$ cat src/rtl/punc_control.sv
// Control FSM for the PUnC LC3 processor: sequences INIT/FETCH/DECODE/EXECUTE
// and drives every datapath load, select and enable from state and ir_out.
module punc_control #(
    parameter logic [3:0] OPC_HALT = 4'hF,
    parameter int unsigned ICNT_W  = 16
) (
    input  logic              clk,
    input  logic              rst,
    input  logic [15:0]       ir_out,
    input  logic              nzp_match,
    output logic              pc_ld,
    output logic              pc_clr,
    output logic              pc_inc,
    output logic [1:0]        pc_sel,
    output logic              ir_ld,
    output logic              ir_clr,
    output logic              dmem_rd,
    output logic              dmem_wr,
    output logic [1:0]        dmem_r_addr_sel,
    output logic [1:0]        dmem_w_addr_sel,
    output logic [1:0]        rf_w_data_sel,
    output logic              rf_w_addr_sel,
    output logic              rf_w_wr,
    output logic              rf_rp_addr_sel,
    output logic              rf_rp_rd,
    output logic              rf_rq_rd,
    output logic              temp_ld,
    output logic              nzp_ld,
    output logic              nzp_clr,
    output logic [1:0]        alu_sel,
    output logic              alu_in_a_sel,
    output logic              halted,
    output logic [ICNT_W-1:0] instr_count
);

    localparam logic [2:0] S_INIT     = 3'd0;
    localparam logic [2:0] S_FETCH    = 3'd1;
    localparam logic [2:0] S_DECODE   = 3'd2;
    localparam logic [2:0] S_EXECUTE  = 3'd3;
    localparam logic [2:0] S_EXECUTE2 = 3'd4;
    localparam logic [2:0] S_HALT     = 3'd5;

    localparam logic [3:0] OP_BR  = 4'b0000;
    localparam logic [3:0] OP_ADD = 4'b0001;
    localparam logic [3:0] OP_LD  = 4'b0010;
    localparam logic [3:0] OP_ST  = 4'b0011;
    localparam logic [3:0] OP_JSR = 4'b0100;
    localparam logic [3:0] OP_AND = 4'b0101;
    localparam logic [3:0] OP_LDR = 4'b0110;
    localparam logic [3:0] OP_STR = 4'b0111;
    localparam logic [3:0] OP_NOT = 4'b1001;
    localparam logic [3:0] OP_LDI = 4'b1010;
    localparam logic [3:0] OP_STI = 4'b1011;
    localparam logic [3:0] OP_JMP = 4'b1100;
    localparam logic [3:0] OP_LEA = 4'b1110;

    logic [2:0] state;
    logic [2:0] state_next;
    logic [3:0] opcode;

    assign opcode = ir_out[15:12];

    always_ff @(posedge clk or posedge rst) begin
        if (rst) begin
            state       <= S_INIT;
            instr_count <= '0;
        end else begin
            state <= state_next;
            if ((state == S_EXECUTE && state_next == S_FETCH) || state == S_EXECUTE2)
                instr_count <= instr_count + 1'b1;
        end
    end

    always_comb begin
        pc_ld           = 1'b0;
        pc_clr          = 1'b0;
        pc_inc          = 1'b0;
        pc_sel          = 2'd0;
        ir_ld           = 1'b0;
        ir_clr          = 1'b0;
        dmem_rd         = 1'b0;
        dmem_wr         = 1'b0;
        dmem_r_addr_sel = 2'd0;
        dmem_w_addr_sel = 2'd0;
        rf_w_data_sel   = 2'd0;
        rf_w_addr_sel   = 1'b0;
        rf_w_wr         = 1'b0;
        rf_rp_addr_sel  = 1'b0;
        rf_rp_rd        = 1'b0;
        rf_rq_rd        = 1'b0;
        temp_ld         = 1'b0;
        nzp_ld          = 1'b0;
        nzp_clr         = 1'b0;
        alu_sel         = 2'd0;
        alu_in_a_sel    = 1'b0;
        halted          = 1'b0;
        state_next      = state;

        case (state)
            S_INIT: begin
                pc_clr     = 1'b1;
                ir_clr     = 1'b1;
                nzp_clr    = 1'b1;
                state_next = S_FETCH;
            end
            S_FETCH: begin
                dmem_rd         = 1'b1;
                dmem_r_addr_sel = 2'd0;
                ir_ld           = 1'b1;
                state_next      = S_DECODE;
            end
            S_DECODE: begin
                pc_inc     = 1'b1;
                state_next = (opcode == OPC_HALT) ? S_HALT : S_EXECUTE;
            end
            S_EXECUTE: begin
                state_next = S_FETCH;
                case (opcode)
                    OP_ADD, OP_AND: begin
                        alu_sel        = (opcode == OP_ADD) ? 2'd1 : 2'd2;
                        rf_rp_addr_sel = 1'b1;
                        rf_rp_rd       = 1'b1;
                        rf_rq_rd       = 1'b1;
                        alu_in_a_sel   = ir_out[5];
                        rf_w_addr_sel  = 1'b1;
                        rf_w_wr        = 1'b1;
                        nzp_ld         = 1'b1;
                    end
                    OP_NOT: begin
                        alu_sel       = 2'd3;
                        rf_rq_rd      = 1'b1;
                        rf_w_addr_sel = 1'b1;
                        rf_w_wr       = 1'b1;
                        nzp_ld        = 1'b1;
                    end
                    OP_LEA: begin
                        rf_w_data_sel = 2'd1;
                        rf_w_addr_sel = 1'b1;
                        rf_w_wr       = 1'b1;
                        nzp_ld        = 1'b1;
                    end
                    OP_LD, OP_LDR: begin
                        dmem_rd         = 1'b1;
                        dmem_r_addr_sel = (opcode == OP_LD) ? 2'd1 : 2'd3;
                        rf_rq_rd        = (opcode == OP_LDR);
                        rf_w_data_sel   = 2'd2;
                        rf_w_addr_sel   = 1'b1;
                        rf_w_wr         = 1'b1;
                        nzp_ld          = 1'b1;
                    end
                    // DR holds the pointer after this cycle; EXECUTE2 reads through it.
                    OP_LDI: begin
                        dmem_rd         = 1'b1;
                        dmem_r_addr_sel = 2'd1;
                        rf_w_data_sel   = 2'd2;
                        rf_w_addr_sel   = 1'b1;
                        rf_w_wr         = 1'b1;
                        state_next      = S_EXECUTE2;
                    end
                    OP_ST, OP_STR: begin
                        dmem_w_addr_sel = (opcode == OP_ST) ? 2'd0 : 2'd2;
                        rf_rp_rd        = 1'b1;
                        rf_rq_rd        = (opcode == OP_STR);
                        dmem_wr         = 1'b1;
                    end
                    OP_STI: begin
                        dmem_rd         = 1'b1;
                        dmem_r_addr_sel = 2'd1;
                        temp_ld         = 1'b1;
                        state_next      = S_EXECUTE2;
                    end
                    OP_BR: begin
                        pc_sel = 2'd0;
                        pc_ld  = nzp_match;
                    end
                    OP_JMP: begin
                        pc_sel   = 2'd2;
                        pc_ld    = 1'b1;
                        rf_rq_rd = 1'b1;
                    end
                    OP_JSR: begin
                        rf_w_addr_sel = 1'b0;
                        rf_w_data_sel = 2'd3;
                        rf_w_wr       = 1'b1;
                        pc_ld         = 1'b1;
                        pc_sel        = ir_out[11] ? 2'd1 : 2'd2;
                        rf_rq_rd      = ~ir_out[11];
                    end
                    default: ;
                endcase
            end
            S_EXECUTE2: begin
                state_next = S_FETCH;
                if (opcode == OP_LDI) begin
                    dmem_rd         = 1'b1;
                    dmem_r_addr_sel = 2'd2;
                    rf_rp_rd        = 1'b1;
                    rf_w_data_sel   = 2'd2;
                    rf_w_addr_sel   = 1'b1;
                    rf_w_wr         = 1'b1;
                    nzp_ld          = 1'b1;
                end else begin
                    dmem_w_addr_sel = 2'd1;
                    rf_rp_rd        = 1'b1;
                    dmem_wr         = 1'b1;
                end
            end
            S_HALT: begin
                halted = 1'b1;
            end
            default: state_next = S_INIT;
        endcase
    end

endmodule

$ cat config.mk
export PLATFORM = sky130hd
export DESIGN_NAME = punc_control
export DESIGN_NICKNAME = d
export VERILOG_FILES = /design/src/rtl/punc_control.sv
export SDC_FILE = /design/constraint.sdc
export NUM_CORES = 1
export LEC_CHECK = 0
export CAP_MARGIN = 20
export CORE_ASPECT_RATIO = 0.9
export CORE_MARGIN = 1.5
export CORE_UTILIZATION = 35
export CTS_BUF_LIST = sky130_fd_sc_hd__clkbuf_8
export CTS_CLUSTER_SIZE = 16
export DETAILED_ROUTE_END_ITERATION = 10
export HOLD_SLACK_MARGIN = 0.02
export PLACE_DENSITY = 0.73
export SYNTH_ARGS = -nofsm -noshare
export SYNTH_HDL_FRONTEND = slang
export SYNTH_SLANG_ARGS = --single-unit
$ cat constraint.sdc
create_clock -name clk -period 1.69 [get_ports clk]
set_clock_uncertainty 0.1 [all_clocks]
set_input_delay 0.338 -clock clk [delete_from_list [all_inputs] [get_ports clk]]
set_output_delay 0.338 -clock clk [all_outputs]
set_load 0.01 [all_outputs]
# [After elaboration in Yosys (flattened, before gate mapping)]
# Cells that the tools add are included.
[classes] n_addsub=1 n_reduce_logical=17 mux=47 bitwise=1 eq_ne=19
[op_table] op="$eq A4 B4 Y1 const B" count=6
[op_table] op="$pmux W2 S2" count=6
[op_table] op="$mux W1" count=21
[op_table] op="$add A16 B1 Y16 const B" count=1
[op_table] op="$eq A4 B3 Y1 const B" count=4
[op_table] op="$mux W2" count=8
[op_table] op="$pmux W3 S5" count=1
[op_table] op="$pmux W1 S2" count=6
[op_table] op="$reduce_or A2 Y1" count=6
[op_table] op="$reduce_or A4 Y1" count=3
[op_table] op="$eq A4 B2 Y1 const B" count=2
[op_table] op="$reduce_or A8 Y1" count=1
[op_table] op="$reduce_or A7 Y1" count=1
[op_table] op="$eq A3 B1 Y1 const B" count=2
[op_table] op="$eq A3 B2 Y1 const B" count=2
[op_table] op="$eq A3 B3 Y1 const B" count=2
[op_table] op="$mux W3" count=2
[op_table] op="$pmux W2 S3" count=1
[op_table] op="$reduce_or A6 Y1" count=1
[op_table] op="$eq A4 B1 Y1 const B" count=1
[op_table] op="$logic_not A4 Y1" count=1
[op_table] op="$pmux W1 S4" count=1
[op_table] op="$logic_not A3 Y1" count=1
[op_table] op="$pmux W1 S3" count=1
[op_table] op="other kinds (4)" count=4
[totals] input_bits=19 out_inout_bits=43 ff_bits=19

# [Longest topological paths before layout]
# Gate-level depths: netlist (run 1).
[logic_depth] depth_word=7 mapped_depth=7 mapped_depth_nobuf=4

# [Least setup slack after synthesis (run 1)]
# OpenSTA, ideal clock, no wires.
[synth_timing] path_type="register to output" from="register state[2]" to="output rf_w_data_sel[1]" n_path_buf=2 setup_slack_ns=-0.163 path_stages_with_launch=7 t_arrival_ns=1.415 cell_sequence="dfrtp_1 buf_4 and3b_1 buf_6 a21oi_1 or3b_1 a21oi_1"
[synth_via] elab_chain_len=2 word_cells_on_any_way=3
[synth_lines] element="start, declared" line_no="57" rtl="logic [2:0] state;"
[synth_lines] element="start signal, assigned" line_no="68" rtl="state <= state_next;"
[synth_lines] element="$eq A3 B3 Y1 or $eq A3 B2 Y1 (tied branches)" line_no="99" rtl="case (state)"
[synth_lines] element="$pmux W2 S2 (*)" line_no="99"
[synth_lines] element="end, declared" line_no="21" rtl="output logic [1:0] rf_w_data_sel,"
# Every way passes the cells marked *; elsewhere a longest branch is shown, timed or not.

# [Final worst setup path (run 1)]
# Same ends and word-level chain as after synthesis.

==> reports/results.ini, run 1 <==
[outcome]
status = finished, violations left
violations = setup timing

[sta]
maxSlewViolCount = 0
setup_viol = 44
finalCritPeriodShare = 1.307
rsz0062_at_grt = true
worst_pin_slew_ns = 0.5583
max_clock_freq_mhz = 452.6
final.setup.tns_ns = -13.53
period_needed_ns = 2.209
finalHoldViolCount = 0
maxSlewHeadroom = 0.6244
worst_slack_ns = -0.5192
hold_ws_ns = 0.3111

[die]
chipWidth_um = 66.75
die_area_um2 = 4029
num_rows = 20
initial_core_util = 0.3734
die_h_um = 60.37
io-pin-count = 62
core-area_um2 = 3428

[cells_and_area]
regArea_um2 = 479.2
drive_above_1_share = 0.5668
fill_cells = 223
fin_util = 0.7175
stdcell_area_um2 = 2460
antenna_cells = 0
multiInputGateArea_um2 = 933.4
syn2layout_area_growth_pct = 92.18
nets = 268

[worst_setup_path]
arrival_ns = 1.77
path_common_cell = a21oi_2
r2r_slack_ns = -0.30
endpoint_kind = primary output
setup.worst_path.start_class = flop
crit_chain = buf_6, nor3b_4, a21oi_2, or3b_1, a21oi_2, buf_2
cp_slowest_stage_delay_ns = 0.43
rr_startpoint = state[2]$_DFF_PP0_
reg2reg_to = instr_count[7]$_DFFE_PP0P_
crit_start = state[2]$_DFF_PP0_
crit_type = reg -> out
crit_end = rf_w_data_sel[1]
reg2reg_depth = 8
cp_slowest_cell = dfrtp_1
path_max_fanout = 4
crit_required_ns = 1.25

[detailed_routing]
avgRoutedWirePerCell_um = 18.96
drt_iter0_markers = 54
viasPerCell = 5.591
via_count = 1627
wl_um = 5516
ant_nets = 0
firstDrtPassIters = 4
drc_errors = 0

[global_route]
overflow = 0
grtUsageTotal = 0.2350
grt_pass1_vias = 1465
grt_max_degree = 20
antenna_found_initial = 0
grt_first_pass_wirelength_um = 7127

[cts]
cts-root-buf = clkbuf_8
clkLatencyLatePin_ns = 0.26
cts.sinks = 19
clk_pin_slew_ns = 0.08
ctsLongestPathBuffers = 2
htree_levels = 1
numCtsBuffers = 3
cts_tree = done

[synthesis]
yosys_warnings = 0
synth_edf_count = 0
synth_top_cell_area_share = 0.3715
ys_seq_elements = 19
syn_avg_cell_area_um2 = 8.889
synth.most_common_cell = dfrtp_1
synthTopCellsByArea = dfrtp_1 37%, xnor2_1 9.6%, nand4_1 5.9%
synthesis.area_um2 = 1280
ys_seq_area_frac = 0.3715
synth_flop_cell = dfrtp_1
ys_types = 40
synth_top_area_cell = dfrtp_1
async_reset_ff_frac = 1.000
syn_inst = 144
synth_top_cells_by_count = 19 x dfrtp_1, 14 x xnor2_1, 13 x nand2_1
syn_nets = 164

[placement]
post_dp_cell_area_um2 = 1977
dp_hpwl_um = 2777
port_buffers = 51
detailedPlace.worstSlack_ns = -0.9210
gp_congestion = 0.8817

[power]
combPwrFrac = 0.676
clkPwrFrac = 0.104
p_sw_mw = 1.243
leakage_nw = 1.227
power_density_nw_per_um2 = 1275
p_sw_frac = 0.3962
internal_power_mw = 1.894
seqPwrFrac = 0.221
peakVddDrop_v = 0.0009608

[min_path]
min_path_type = in -> async

[run]
max-cap-violations = 0

flip-flops by register name, indices dropped and copies added, names as in the netlist:
register,flops
instr_count,16
state,3
power groups by stage:
stage	Combinational [mW]	Sequential (mW)	Clock [mW]
final	2.12	0.692	0.325
after global routing	2.22	0.702	0.346
after CTS	1.69	0.690	0.313
after detailed placement	1.29	0.696	0
after global placement	1.27	0.679	0
after floorplan	0.682	0.684	0
worst max-delay path: cells and delay by family (launching register included):
kind                   cells  cell delay, ns
AOI/OAI and AO/OA          2            0.19
buffers and inverters      2            0.28
DFF                        1            0.43
and+or+nand+nor            2            0.60
cells in the final DEF, fill, tap and decap left out, types with 3 or more instances in the layout:
cell type and count:
buf_2 21, o21ai_2 4, and3_1 4, inv_1 4
nor2b_1 3, nand2b_1 4, nand4_1 12, xnor2_1 13
buf_6 27, nand2_4 5, clkdlybuf4s50_1 17, clkbuf_8 3
dfrtp_1 16, nor2_2 4, nor2_1 3, dfrtp_2 3
and3_4 3, nor2_4 3, a21oi_2 4, nand2_1 8
buf_4 38
worst min-delay path by stage:
stage / endpoint / cells after the start / slack (ns)
6_report: instr_count[13]$_DFFE_PP0P_ / 3 / 0.31
2_1_floorplan: instr_count[0]$_DFFE_PP0P_ / 1 / 0.19
3_5_place_dp: instr_count[15]$_DFFE_PP0P_ / 1 / 0.37
5_1_grt: instr_count[13]$_DFFE_PP0P_ / 3 / 0.34
4_1_cts: state[1]$_DFF_PP0_ / 3 / 0.32
3_3_place_gp: instr_count[15]$_DFFE_PP0P_ / 1 / 0.36
per-stage QoR:
stage	power, mW	std cells
floorplan	1.366	144
global placement	1.945	253
detailed placement	1.988	253
CTS	2.695	275
global route	3.269	291
finish	3.137	291
per-layer routing:
layer / part of all wire / track usage
met3: 0.057 / 0.03340
met2: 0.52 / 0.4200
met1: 0.39 / 0.2978
met4: 0.035 / 0.07289
met5: 0 / 0
cell families after synthesis:
| kind of cell | count (synthesis) | synth area share |
|---|---|---|
| AND/OR/NAND/NOR | 69 | 0.3157 |
| AO/OA/AOI/OAI | 20 | 0.1007 |
| flip-flops | 19 | 0.3715 |
| buffers and inverters | 17 | 0.07624 |
| XOR/XNOR | 16 | 0.1095 |
| multiplexers | 2 | 0.01662 |
| adder cells (fa/ha/maj) | 1 | 0.009774 |
timing repair:
| action | in CTS | in global routing |
|---|---|---|
| hold buffers | 0 | 0 |
| cloned | 1 | 0 |
| buffers inserted | 18 | 20 |
| resized for setup | 170 | 41 |
| pin swaps | 26 | 26 |
| endpoints found under the setup margin | 45 | 51 |
layout make-up:
class,instances,area share
well taps,44,0.02238
inverters,5,0.007630
repair buffers,110,0.3769
flip-flops and latches,19,0.1948
clock buffers,3,0.01679
multi-input cells,109,0.3795
clock inverters,1,0.002035
No activity file was read; power rests on OpenSTA's default activity.
==> run 2, diff against run 1 <==
- ABC_CLOCK_PERIOD_IN_PS: default -> 1690
==> results of run 2 <==
Final layout, timing and power as in run 1 (identical DEF).
